$ cat config.mk
export PLATFORM = sky130hd
export DESIGN_NAME = rotary_value_ctrl
export DESIGN_NICKNAME = d
export VERILOG_FILES = /design/src/rtl/rotary_pkg.sv /design/src/rtl/detent_timer.sv /design/src/rtl/rotary_value_ctrl.sv
export SDC_FILE = /design/constraint.sdc
export NUM_CORES = 1
export LEC_CHECK = 0
export ABC_CLOCK_PERIOD_IN_PS = 7200
export BUFFER_PORTS_ARGS = -buffer_cell sky130_fd_sc_hd__buf_2
export CORE_ASPECT_RATIO = 1.5
export CORE_MARGIN = 2
export CORE_UTILIZATION = 41
export DETAILED_ROUTE_END_ITERATION = 8
export PLACE_DENSITY = 0.61
export SLEW_MARGIN = 20
export SYNTH_ARGS = -nofsm -noshare
export SYNTH_HDL_FRONTEND = slang
export SYNTH_SLANG_ARGS = --single-unit
$ cat constraint.sdc
create_clock -name clk -period 7.2 [get_ports clk]
set_clock_uncertainty 0.2 [all_clocks]
set_input_delay 1.44 -clock clk [delete_from_list [all_inputs] [get_ports clk]]
set_output_delay 1.44 -clock clk [all_outputs]
set_load 0.005 [all_outputs]
$ cat src/rtl/rotary_pkg.sv
// Shared types for the rotary value controller: detent speed classes.
package rotary_pkg;

  localparam int unsigned SPEED_W = 2;

  typedef enum logic [SPEED_W-1:0] {
    SPEED_SLOW = 2'd0,
    SPEED_MED  = 2'd1,
    SPEED_FAST = 2'd2
  } speed_t;

endpackage

$ cat src/rtl/detent_timer.sv
// Saturating count of cycles since the last accepted detent, classified into a speed class.
// Only instantiated when ROTARY_VALUE_ACCEL_EN is defined.
module detent_timer
  import rotary_pkg::*;
#(
  parameter int unsigned FAST_TICKS = 500000,
  parameter int unsigned MED_TICKS  = 2000000
) (
  input  logic   clk,
  input  logic   rst,
  input  logic   i_restart,
  input  logic   i_preset,
  output speed_t o_class
);

  localparam int unsigned     CNT_W    = $clog2(MED_TICKS + 1);
  localparam logic [CNT_W-1:0] CNT_MAX  = CNT_W'(MED_TICKS);
  localparam logic [CNT_W-1:0] CNT_FAST = CNT_W'(FAST_TICKS);

  logic [CNT_W-1:0] r_cnt;

  // Reset and preset park the counter at saturation so the next detent is slow.
  always_ff @(posedge clk or posedge rst) begin
    if (rst) begin
      r_cnt <= CNT_MAX;
    end else if (i_preset) begin
      r_cnt <= CNT_MAX;
    end else if (i_restart) begin
      r_cnt <= '0;
    end else if (r_cnt != CNT_MAX) begin
      r_cnt <= r_cnt + CNT_W'(1);
    end
  end

  always_comb begin
    if (r_cnt < CNT_FAST) begin
      o_class = SPEED_FAST;
    end else if (r_cnt < CNT_MAX) begin
      o_class = SPEED_MED;
    end else begin
      o_class = SPEED_SLOW;
    end
  end

endmodule

$ cat src/rtl/rotary_value_ctrl.sv
// Bounded, user-adjustable value driven by rotary detents, with change strobe.
// Acceleration (speed-dependent step) is built only when ROTARY_VALUE_ACCEL_EN is defined.
module rotary_value_ctrl
  import rotary_pkg::*;
#(
  parameter int unsigned WIDTH      = 16,
  parameter int unsigned MIN_VAL    = 0,
  parameter int unsigned MAX_VAL    = 1000,
  parameter int unsigned INIT_VAL   = 0,
  parameter int unsigned FAST_TICKS = 500000,
  parameter int unsigned MED_TICKS  = 2000000,
  parameter int unsigned STEP_MED   = 4,
  parameter int unsigned STEP_FAST  = 16
) (
  input  logic               clk,
  input  logic               rst,
  input  logic               i_rot_cw,
  input  logic               i_rot_ccw,
  input  logic               i_clear,
  output logic [WIDTH-1:0]   o_value,
  output logic               o_changed,
  output logic [SPEED_W-1:0] o_speed,
  output logic               o_at_min,
  output logic               o_at_max
);

  localparam logic [WIDTH-1:0] INIT_V = WIDTH'(INIT_VAL);
  localparam logic [WIDTH-1:0] MIN_V  = WIDTH'(MIN_VAL);
  localparam logic [WIDTH-1:0] MAX_V  = WIDTH'(MAX_VAL);
  localparam logic [WIDTH:0]   MIN_X  = (WIDTH+1)'(MIN_VAL);
  localparam logic [WIDTH:0]   MAX_X  = (WIDTH+1)'(MAX_VAL);

  logic             r_cw_q;
  logic             r_ccw_q;
  logic [WIDTH-1:0] r_value;
  logic             r_changed;
  speed_t           r_speed;

  logic             w_cw_ev;
  logic             w_ccw_ev;
  logic             w_accept;
  speed_t           w_class;
  logic [WIDTH:0]   w_step;
  logic [WIDTH:0]   w_sum;
  logic [WIDTH:0]   w_floor;
  logic [WIDTH-1:0] w_next;

  assign w_cw_ev  = i_rot_cw & ~r_cw_q;
  assign w_ccw_ev = i_rot_ccw & ~r_ccw_q;
  // Opposite detents in one cycle cancel; clear wins over any detent.
  assign w_accept = (w_cw_ev ^ w_ccw_ev) & ~i_clear;

`ifdef ROTARY_VALUE_ACCEL_EN
  detent_timer #(
    .FAST_TICKS (FAST_TICKS),
    .MED_TICKS  (MED_TICKS)
  ) u_detent_timer (
    .clk       (clk),
    .rst       (rst),
    .i_restart (w_accept),
    .i_preset  (i_clear),
    .o_class   (w_class)
  );

  always_comb begin
    unique case (w_class)
      SPEED_FAST: w_step = (WIDTH+1)'(STEP_FAST);
      SPEED_MED:  w_step = (WIDTH+1)'(STEP_MED);
      default:    w_step = (WIDTH+1)'(1);
    endcase
  end
`else
  logic w_unused_cfg;
  assign w_unused_cfg = ^{FAST_TICKS, MED_TICKS, STEP_MED, STEP_FAST};
  assign w_class      = SPEED_SLOW;
  assign w_step       = (WIDTH+1)'(1);
`endif

  // One extra bit keeps the add free of wrap before clamping.
  assign w_sum   = {1'b0, r_value} + w_step;
  assign w_floor = MIN_X + w_step;

  always_comb begin
    w_next = r_value;
    if (w_cw_ev) begin
      w_next = (w_sum > MAX_X) ? MAX_V : w_sum[WIDTH-1:0];
    end else if ({1'b0, r_value} < w_floor) begin
      w_next = MIN_V;
    end else begin
      w_next = r_value - w_step[WIDTH-1:0];
    end
  end

  always_ff @(posedge clk or posedge rst) begin
    if (rst) begin
      r_cw_q    <= 1'b0;
      r_ccw_q   <= 1'b0;
      r_value   <= INIT_V;
      r_changed <= 1'b0;
      r_speed   <= SPEED_SLOW;
    end else begin
      r_cw_q    <= i_rot_cw;
      r_ccw_q   <= i_rot_ccw;
      r_changed <= 1'b0;
      if (i_clear) begin
        r_value   <= INIT_V;
        r_speed   <= SPEED_SLOW;
        r_changed <= (r_value != INIT_V);
      end else if (w_accept) begin
        r_value   <= w_next;
        r_speed   <= w_class;
        r_changed <= (w_next != r_value);
      end
    end
  end

  assign o_value   = r_value;
  assign o_changed = r_changed;
  assign o_speed   = r_speed;
  assign o_at_min  = (r_value == MIN_V);
  assign o_at_max  = (r_value == MAX_V);

endmodule
Word-level counts from Yosys, hierarchy flattened
Cells that the tools add are included.

word-level totals
  memories = 0
  bits in read-only memories = 0
  input port bits = 5
  memory bits (writable) = 0
  flip-flop bits (word level) = 21
  latch bits = 0

cells by class
  bitwise gates (word level) = 7
  $mul = 0
  div/mod/pow operators = 0
  add/subtract/negate cells = 2
  order comparisons = 2
  reduce and logical (&&, ||, !) cells = 3
  shifts and indexed selects = 0
  muxes and demuxes = 9
  equal/unequal tests = 2

operators with widths
  cell                                                         count
  2-to-1 mux 16 bit                                            5
  adder 16 x 1 -> 17 bit, second input constant                1
  > comparator 17 x 10 -> 1 bit, second input constant         1
  equality test 16 x 10 -> 1 bit, second input constant        1
  zero test 16 bit                                             1
  less-than comparator 16 x 1 -> 1 bit, second input constant  1
  inequality test 16 bit                                       1
  nonzero test 16 bit                                          1
  subtractor 16 x 1 -> 16 bit, second input constant           1
  2-to-1 mux 2 bit                                             2
  bitwise AND 1 bit                                            3
  inverter 1 bit                                               3
  2-to-1 mux 1 bit                                             2
  nonzero test 2 bit                                           1
  XOR 1 bit                                                    1

Longest topological paths before layout
  word-level depth = 7
  depth in mapped cells = 11

Worst setup path before layout
OpenSTA, ideal clock, no wires.

  path kind = reg-to-output
  start = reg r_value[1] (netlist: o_value[1])
  end = out o_at_min
  required time = 5560 ps
  stages on the path, launching flop included = 7
  setup slack = 4011 ps
  data arrival time = 1549 ps
  path through = dfrtp_1 buf_2 inv_1 ha_1 nor4b_2 and3b_1 nor4b_4

between the ends
  longest elaborated chain between the ends = 1

RTL lines
  item                    RTL line                  text
  from (decl)             rotary_value_ctrl.sv:35   logic [WIDTH-1:0] r_value;
  from (signal assigned)  rotary_value_ctrl.sv:110  r_value <= w_next;
  zero test 16 bit        rotary_value_ctrl.sv:120  assign o_at_min = (r_value == MIN_V);
  to (decl)               rotary_value_ctrl.sv:23   output logic o_at_min,

Every way passes these cells.

Worst setup path after layout
Ends and elaborated chain as after synthesis.

==> impl_metrics.toml <==
[sta]
setup_violations = 0
relSlewSlack_pct = 41.2
period_share_pct = 54.0
fin_crit_ns = 3.88
tightest_slew_ns = 0.878
hold_viol = 0
tns_ns = 0
drv_slew = 0
fmax_mhz = 257
rsz0062_at_grt = "no"

[drt]
drc = 0
wl_per_cell_microns = 17.8
wl_mm = 5.15
drt_iter0_markers = 71
vias = 1856
drt_pre_antenna_iters = 5
antenna_left = 0
vias_per_cell = 6.42

[synthesis]
synth_enable_flop_cells = 0
syn_area_sq_um = 1860
ys_seq_elements = 19
synthDistinctLibCells = 62
yosysSeqAreaShare_pct = 25.5
async_flop_share_pct = 100
synth_area_per_cell_sq_um = 7.97
syn-instance-count = 234
synth_ff_type = "dfrtp_1"
yosysWarnings = 0

[floorplan]
floorplan.initialDensity_pct = 41.7
die-area_sq_um = 5110
fp.dieW_microns = 59.1
design.core.area_sq_um = 4470
die_y_microns = 86.6
rows = 30
ioPinCount = 26

[cells_and_area]
final_nets = 249
fin_area_sq_um = 1970
antenna_cells = 0
syn_to_final_growth_pct = 5.84
drive_above_1_share_pct = 18.3

[grt]
antenna_found_initial = 0
grt_max_degree = 20
grt_usage_pct = 21.2
grt-ovfl-total = 0
grt_pass1_vias = 1657
grt_pass1_wl_mm = 8.35

[worst_setup_path]
crit_arrival_ns = 2.24
reg2reg_depth = 8
criticalPathCategory = "reg -> out"
cp.required_ns = 5.56
r2r_end = "o_value[4]$_DFFE_PP0P_"
critPathLaunchType = "flop"
crit_path_start = "o_value[1]$_DFFE_PP0P_"
r2r-start = "o_value[1]$_DFFE_PP0P_"
endpoint_kind = "output port"
r2r_slack_ns = 3.80
critPathMaxFanout = 15

[placed_design]
io_buffers = 23
place_congestion = 0.816
placed_cell_area_sq_um = 1930
place_hpwl_mm = 3.70

[min_path]
hold_start = "o_value[15]$_DFFE_PP0P_"
min_path_type = "reg -> reg"
hold-path-endpoint = "o_value[15]$_DFFE_PP0P_"
min_path_cells = 1

[clocking]
cts_buffer_depth = 2
cts_setup_buffers = 0
cts_buffers = 3
clock-root-buffer = "clkbuf_8"
cts_tree = "done"
cts_max_level = 1
cts.clk_slew.worst_paths_ns = 0.08
numClockSinks = 19
ctsHoldBuffers = 0
worst_skew_pair.late_latency_ns = 0.26
cts_resized = 0

[pwr]
power_leakage_uw = 0.000798
powerDensity_nw_per_um2 = 477
finalPower_uw = 942
vdd_ir_drop_max_v = 0.000186

[flow_run]
cap_viol_max_count = 0

[outcome]
status = "complete, no violations"
==> critical path, stage by stage, from the launching register on <==
cell,delay [ns]
dfrtp_1,0.58
inv_1,0.15
ha_1,0.26
nor4b_2,0.25
and3b_1,0.25
nor4b_4,0.31
buf_2,0.18
==> sequential cells by signal, indices dropped and copies added, names as in the netlist <==
name	cells
r_cw_q	1
o_value	16
r_ccw_q	1
o_changed	1
==> cells in the final DEF, fill, tap and decap left out, types with 2 or more instances in the layout <==
cell       instances
buf_2             23
dfrtp_1           19
a311oi_1           2
inv_1              6
o221ai_1           3
and3_1             3
nand2b_1           3
nand4_1            4
and3b_1            3
ha_1               2
conb_1             2
nor4b_2            2
buf_4              2
or2_1              2
nor3_1            15
o31ai_1            4
nor2b_1            3
clkbuf_8           3
nand3b_1           2
a22o_1             6
a21oi_1            8
a31oi_1            4
o41ai_1            3
a21o_1             2
nand2_1           21
xnor2_1            4
nor2_1            20
o21ai_0           20
or3_1              2
nand3_1           10
o2111ai_1          2
mux2i_1            2
nor4_1             5
==> where the power goes <==
group	internal, uW	total (uW)	switching (uW)
logic	259	591	332
clock network	38.5	77.6	39.1
registers	144	273	129
total	442	942	501
==> worst max path at each step <==
stage	to	cells after the start
floorplan	o_at_min	6
global placement	o_value[8]$_DFFE_PP0P_	8
detailed placement	o_value[8]$_DFFE_PP0P_	8
CTS	o_at_min	6
global route	o_at_min	6
finish	o_at_min	6
==> cell usage after synthesis (2+ instances only) <==
cell type / number / share of area (%)
mux2i_1: 2 / 1.1
buf_6: 2 / 1.2
buf_2: 9 / 2.4
and3b_1: 3 / 1.4
dfrtp_1: 19 / 26
a31oi_1: 4 / 1.3
o41ai_1: 3 / 1.4
o31ai_1: 4 / 1.6
xnor2_1: 4 / 1.9
o21ai_0: 20 / 5.4
o221ai_1: 3 / 1.4
a22o_1: 6 / 2.8
nor3_1: 15 / 4.0
o2111ai_1: 2 / 0.94
nor2_1: 20 / 4.0
nand3b_1: 2 / 0.81
a21oi_1: 8 / 2.1
ha_1: 2 / 1.3
nor4b_2: 2 / 1.6
a21o_1: 2 / 0.81
nand3_1: 10 / 2.7
nand2_1: 21 / 4.2
a311oi_1: 2 / 0.94
nand2b_1: 3 / 1.0
or3_1: 2 / 0.67
nand4_1: 4 / 1.3
and3_1: 3 / 1.0
clkbuf_1: 7 / 1.4
buf_4: 5 / 2.0
inv_1: 6 / 1.2
nor4_1: 5 / 1.7
nor2b_1: 3 / 1.0
or2_1: 2 / 0.67
==> metal layers <==
metal	share of wire (%)	track usage (%)	vias to the layer above
li1	-	-	885
met1	41	27.6	891
met2	51	36.3	66
met3	4.7	1.34	14
met4	3.3	7.44	0
met5	0	0	-
==> stage by stage <==
stage | hold WS [ns] | setup slack [ns] | cells | util [%]
6_report | 0.395 | 3.32 | 289 | 44.2
5_1_grt | 0.473 | 3.14 | 289 | 44.2
4_1_cts | 0.395 | 3.33 | 289 | 44.2
3_5_place_dp | 0.379 | 3.19 | 285 | 43.1
3_3_place_gp | 0.366 | 3.31 | 285 | 43.1
2_1_floorplan | 0.356 | 4.01 | 235 | -
==> logic make-up (layout without fill, tap and decap cells) <==
| logic type | Yosys count | after routing | share of synthesized area, % |
|---|---|---|---|
| compound gates | 68 | 68 | 26.6 |
| xor+xnor | 4 | 4 | 1.88 |
| fa+ha+maj | 2 | 2 | 1.34 |
| buf+inv | 29 | 35 | 8.26 |
| flops | 19 | 19 | 25.5 |
| mux | 2 | 2 | 1.07 |
| other cells | 1 | 2 | 0.201 |
| simple gates | 109 | 109 | 35.2 |
==> layout make-up <==
cell class,instances,area (sq um)
well taps,48,60.1
flip-flops and latches,19,475
clock buffers,3,41.3
inverters,6,22.5
repair buffers,25,130
clock inverters,1,5.00
fillers,470,2490
multi-input cells,187,1240
Note: power is estimated with default switching activity, not from simulation.
